File: src/rtl/aes_req_arbiter.sv
// Round-robin arbiter sharing one AES-128 engine between N_REQ requesters.
// One job in flight at a time, with per-requester valid/ready on the job and response sides.
module aes_req_arbiter #(
    parameter int unsigned N_REQ       = 4,
    parameter int unsigned DATA_W      = 128,
    parameter int unsigned KEY_L       = 128,
    parameter int unsigned TIMEOUT_CYC = 16,
    localparam int unsigned TO_W       = $clog2(TIMEOUT_CYC + 1),
    localparam int unsigned ID_W       = $clog2(N_REQ)
) (
    input  logic                    clk,
    input  logic                    reset_n,
    input  logic [N_REQ-1:0]        req_valid,
    output logic [N_REQ-1:0]        req_ready,
    input  logic [N_REQ*KEY_L-1:0]  req_key,
    input  logic [N_REQ*DATA_W-1:0] req_data,
    output logic [N_REQ-1:0]        rsp_valid,
    input  logic [N_REQ-1:0]        rsp_ready,
    output logic [DATA_W-1:0]       rsp_data,
    output logic                    eng_valid_in,
    output logic [KEY_L-1:0]        eng_key,
    output logic [DATA_W-1:0]       eng_plain,
    input  logic [DATA_W-1:0]       eng_cipher,
    input  logic                    eng_valid_out,
    output logic                    busy,
    output logic                    err_timeout,
    input  logic                    err_clr
);

    typedef enum logic [1:0] {StIdle, StIssue, StWait, StResp} state_e;

    state_e            state_q, state_d;
    logic [ID_W-1:0]   rr_ptr_q, rr_ptr_d;
    logic [ID_W-1:0]   grant_id_q, grant_id_d;
    logic [ID_W-1:0]   grant_idx, cand, id_next;
    logic              grant_found;
    logic              timeout_hit;
    logic [KEY_L-1:0]  key_q, key_d;
    logic [DATA_W-1:0] plain_q, plain_d;
    logic [DATA_W-1:0] rsp_q, rsp_d;
    logic [TO_W-1:0]   to_cnt_q, to_cnt_d;
    logic              err_q, err_d;

    // First requesting index at or above rr_ptr, wrapping.
    always_comb begin
        grant_found = 1'b0;
        grant_idx   = '0;
        cand        = '0;
        for (int k = 0; k < int'(N_REQ); k++) begin
            cand = ID_W'((int'(rr_ptr_q) + k) % int'(N_REQ));
            if (!grant_found && req_valid[cand]) begin
                grant_found = 1'b1;
                grant_idx   = cand;
            end
        end
    end

    assign id_next = (grant_id_q == ID_W'(N_REQ - 1)) ? '0 : grant_id_q + ID_W'(1);

    always_comb begin
        state_d      = state_q;
        rr_ptr_d     = rr_ptr_q;
        grant_id_d   = grant_id_q;
        key_d        = key_q;
        plain_d      = plain_q;
        rsp_d        = rsp_q;
        to_cnt_d     = to_cnt_q;
        req_ready    = '0;
        rsp_valid    = '0;
        eng_valid_in = 1'b0;
        timeout_hit  = 1'b0;

        case (state_q)
            StIdle: begin
                if (grant_found) begin
                    req_ready[grant_idx] = 1'b1;
                    key_d      = req_key[grant_idx*KEY_L +: KEY_L];
                    plain_d    = req_data[grant_idx*DATA_W +: DATA_W];
                    grant_id_d = grant_idx;
                    state_d    = StIssue;
                end
            end
            StIssue: begin
                eng_valid_in = 1'b1;
                to_cnt_d     = '0;
                state_d      = StWait;
            end
            StWait: begin
                if (eng_valid_out) begin
                    rsp_d   = eng_cipher;
                    state_d = StResp;
                end else if (to_cnt_q == TO_W'(TIMEOUT_CYC - 1)) begin
                    // Abandon the job silently; the requester sees no response.
                    timeout_hit = 1'b1;
                    rr_ptr_d    = id_next;
                    state_d     = StIdle;
                end else begin
                    to_cnt_d = to_cnt_q + TO_W'(1);
                end
            end
            StResp: begin
                rsp_valid[grant_id_q] = 1'b1;
                if (rsp_ready[grant_id_q]) begin
                    rr_ptr_d = id_next;
                    state_d  = StIdle;
                end
            end
            default: state_d = StIdle;
        endcase

        // A timeout in the same cycle as err_clr leaves the flag set.
        if (timeout_hit) begin
            err_d = 1'b1;
        end else if (err_clr) begin
            err_d = 1'b0;
        end else begin
            err_d = err_q;
        end
    end

    always_ff @(posedge clk or negedge reset_n) begin
        if (!reset_n) begin
            state_q    <= StIdle;
            rr_ptr_q   <= '0;
            grant_id_q <= '0;
            key_q      <= '0;
            plain_q    <= '0;
            rsp_q      <= '0;
            to_cnt_q   <= '0;
            err_q      <= 1'b0;
        end else begin
            state_q    <= state_d;
            rr_ptr_q   <= rr_ptr_d;
            grant_id_q <= grant_id_d;
            key_q      <= key_d;
            plain_q    <= plain_d;
            rsp_q      <= rsp_d;
            to_cnt_q   <= to_cnt_d;
            err_q      <= err_d;
        end
    end

    assign eng_key     = key_q;
    assign eng_plain   = plain_q;
    assign rsp_data    = rsp_q;
    assign busy        = (state_q != StIdle);
    assign err_timeout = err_q;

endmodule

File: config.mk
export PLATFORM = sky130hd
export DESIGN_NAME = aes_req_arbiter
export DESIGN_NICKNAME = d
export VERILOG_FILES = /design/src/rtl/aes_req_arbiter.sv
export SDC_FILE = /design/constraint.sdc
export NUM_CORES = 1
export LEC_CHECK = 0
export BUFFER_PORTS_ARGS = -buffer_cell sky130_fd_sc_hd__buf_2
export CELL_PAD_IN_SITES_DETAIL_PLACEMENT = 1
export CELL_PAD_IN_SITES_GLOBAL_PLACEMENT = 2
export CORE_AREA = 4 4 602 604
export CTS_CLUSTER_SIZE = 24
export DETAILED_ROUTE_END_ITERATION = 6
export DIE_AREA = 0 0 606 608
export PLACE_DENSITY = 0.41
export SYNTH_ARGS = -nofsm -noshare
export SYNTH_HDL_FRONTEND = slang
export SYNTH_SLANG_ARGS = --single-unit
File: constraint.sdc
create_clock -name clk -period 2 [get_ports clk]
set_input_delay 0.3 -clock clk [delete_from_list [all_inputs] [get_ports clk]]
set_output_delay 0.3 -clock clk [all_outputs]
set_load 0.02 [all_outputs]
==> impl_metrics.env <==
export IMPL_cts_tree="yes"
export IMPL_drv_slew=0
export IMPL_worst_ep_required_time_ps=1700
export IMPL_grt_max_degree=54
export IMPL_fmax_mhz=351
export IMPL_die_width_um=606
export IMPL_synthesis_area_per_instance_um2=9.45
export IMPL_worst_slack_ps=-848
export IMPL_yosys_warnings=0
export IMPL_start_util_pct=6.47
export IMPL_gp_congestion=0.940
export IMPL_cts_root_buf="clkbuf_16"
export IMPL_syn_instance_count=2447
export IMPL_tns_ps=-166750
export IMPL_yosysTopAreaCell="dfrtp_1"
export IMPL_relSlewSlack_pct=52.1
export IMPL_instances_no_fill=10148
export IMPL_async_flop_share_pct=100
export IMPL_ant_nets=0
export IMPL_synthesis_nets=3617
export IMPL_antenna_found_initial=132
export IMPL_synthTopCellsByArea="dfrtp_1 (43%), a211oi_1 (17%), and3_1 (14%)"
export IMPL_vdd_ir_drop_max_v=0.000551
export IMPL_htree_levels=3
export IMPL_power_density_nw_per_um2=1430
export IMPL_grt_pass1_wl_um=362000
export IMPL_hold_path_depth=4
export IMPL_rsz0062_at_grt="true"
export IMPL_synth_seq_cells=396
export IMPL_worstRegToRegCells=13
export IMPL_report_final_hold_viol_count=0
export IMPL_grtUsageTotal_pct=14.5
export IMPL_dp_hpwl_um=221000
export IMPL_finalCritPeriodShare_pct=142
export IMPL_port_buffers=1558
export IMPL_post_drt_wl_per_cell_um=28.5
export IMPL_tightestPinTransition_ps=718
export IMPL_core_area_um2=358000
export IMPL_endpoint_kind="output pin"
export IMPL_path_class="register to output pin"
export IMPL_post_place_ws_ps=-1550
export IMPL_first_global_vias=37125
export IMPL_period_minus_slack_ps=2850
export IMPL_synth_top_flop_cell="dfrtp_1"
export IMPL_yosysMostFrequentCell="and3_1"
export IMPL_leakagePower_nw=25.9
export IMPL_clkSlewWorstSetupHoldPaths_ps=60
export IMPL_drt_initial_drc_count=1896
export IMPL_synth_seq_area_share_pct=42.9
export IMPL_synth_distinct_cells=35
export IMPL_ios=1559
export IMPL_route_vias_total=34847
export IMPL_drc=0
export IMPL_dieArea_um2=368000
export IMPL_grt_ovfl_total=0
export IMPL_fin_skew_ps=76.1
export IMPL_synth_cell_area_um2=23100
export IMPL_yosysTopAreaCellShare_pct=42.9
export IMPL_rows=220
export IMPL_dr_pass1_iters=5
export IMPL_routed_via_density=3.43
export IMPL_layout_drive_gt1_share_pct=56.1
export IMPL_violations="setup timing"
export IMPL_synth_edff_count=0
export IMPL_area_growth_pct=157
export IMPL_cts_sinks=396
export IMPL_critPathArrivalTime_ps=2550
export IMPL_critPathMaxFanout=4
export IMPL_cts_buffer_depth=4
export IMPL_cap_violations=0
export IMPL_insertion_delay_ps=790
export IMPL_finalWirelength_um=289000
export IMPL_synth_common_cells="and3_1 (518), a211oi_1 (512), dfrtp_1 (396)"
export IMPL_status="complete, but fails checks"
export IMPL_setup_violations_final=267
export IMPL_worstSetupStartpointType="register"
export IMPL_hp_class="primary input to register"
export IMPL_die_y_um=608
export IMPL_finalNetCount=6427
export IMPL_dp_cells=8784
export IMPL_cts_buffers=72
-- routing by layer --
layer	global-route usage, %	part of all wire (%)	vias to the layer above
met5	0	0.14	-
met1	16.7	39	17817
met4	3.98	3.6	48
met2	25.9	50	1491
li1	-	-	15119
met3	3.98	7.8	372
-- critical path, cell delays in order (launching register included) --
cell	delay, ps
dfrtp_1	390
buf_12	140
or4_4	540
buf_6	160
nand2_8	70
buf_12	120
buf_12	110
buf_12	110
nor3_4	40
buf_6	130
-- cell families after synthesis --
family | Yosys count | share of synthesized area [%]
AO/OA/AOI/OAI | 796 | 25.7
adder cells (fa/ha/maj) | 6 | 0.325
buffers and inverters | 309 | 5.76
flip-flops | 396 | 42.9
multiplexers | 130 | 6.38
AND/OR/NAND/NOR | 810 | 19.0
-- flip-flops by register name (all words and copies together) (netlist names) --
name	count
rsp_data	128
rr_ptr_q	2
eng_plain	128
err_timeout	1
to_cnt_q	5
state_q	2
eng_key	128
grant_id_q	2
-- per-stage QoR --
| stage | power (mW) | cell area, um^2 | utilization [%] | hold WS, ps |
|---|---|---|---|---|
| after CTS | 79.3 | 54400 | 15.2 | 0.173 |
| after floorplan | 33.2 | 23200 | - | 4.41 |
| after global routing | 89.7 | 59400 | 16.6 | 5.13 |
| after detailed placement | 55.8 | 39100 | 10.9 | 373 |
| final | 85.1 | 59500 | 16.6 | 48.6 |
| after global placement | 55.6 | 39100 | 10.9 | 374 |
-- final cells by class --
| class | instances | area [um^2] |
|---|---|---|
| sequential | 396 | 9910 |
| timing repair buffer | 3039 | 25400 |
| multi-input combinational | 1742 | 15700 |
| tap | 4773 | 5970 |
| fill | 41560 | 298000 |
| inverter | 6 | 22.5 |
| clock buffer | 104 | 2060 |
| antenna | 73 | 183 |
| clock inverter | 15 | 244 |
-- what timing repair did --
item,in CTS,in global routing
endpoints found under the setup margin,278,272
hold buffers,897,17
resized for setup,329,706
setup buffers,102,96
cloned,55,49
pin swaps,108,454
hold endpoints to repair,523,14
-- power by group --
group / internal, mW / switching [mW]
sequential: 12.1 / 3.68
clock: 7.77 / 5.18
combinational: 24.4 / 32.0
total: 44.2 / 40.9
-- worst paths after layout --
kind | start | end | slack [ps]
setup reg to reg | rr_ptr_q[1] | eng_key[82] | -810
hold / removal | req_key[20] | eng_key[20] | 50
max in group asynchronous | reset_n | eng_key[120] | 970
min in group asynchronous | reset_n | eng_plain[124] | 170
setup / recovery | rr_ptr_q[1] | req_ready[2] | -850
hold reg to reg | eng_key[39] | eng_key[39] | 470
-- cell usage in the layout (no fill, tap or decap), types with 2 or more instances in the layout --
cell and n:
o211ai_1 2, diode_2 73, bufinv_16 5, buf_8 34, nor2_1 7, a211oi_1 146, and3_1 330, buf_16 66
dfrtp_1 396, bufbuf_16 4, buf_2 1551, o31ai_1 208, nand2_1 262, o31ai_2 43, ha_1 6, clkbuf_8 12
buf_4 229, clkinv_2 6, a21oi_1 9, o31ai_4 6, a211oi_4 85, nor2b_1 3, nor2b_2 2, nor4_1 2
buf_6 75, nor3_1 3, nor2_4 3, clkbuf_1 19, and3_4 188, mux2_2 129, o21ai_0 10, inv_1 6
a211oi_2 281, clkbuf_16 106, buf_12 133, dlygate4sd3_1 914, nor3_4 2
Power figures use the tool's default switching activity.
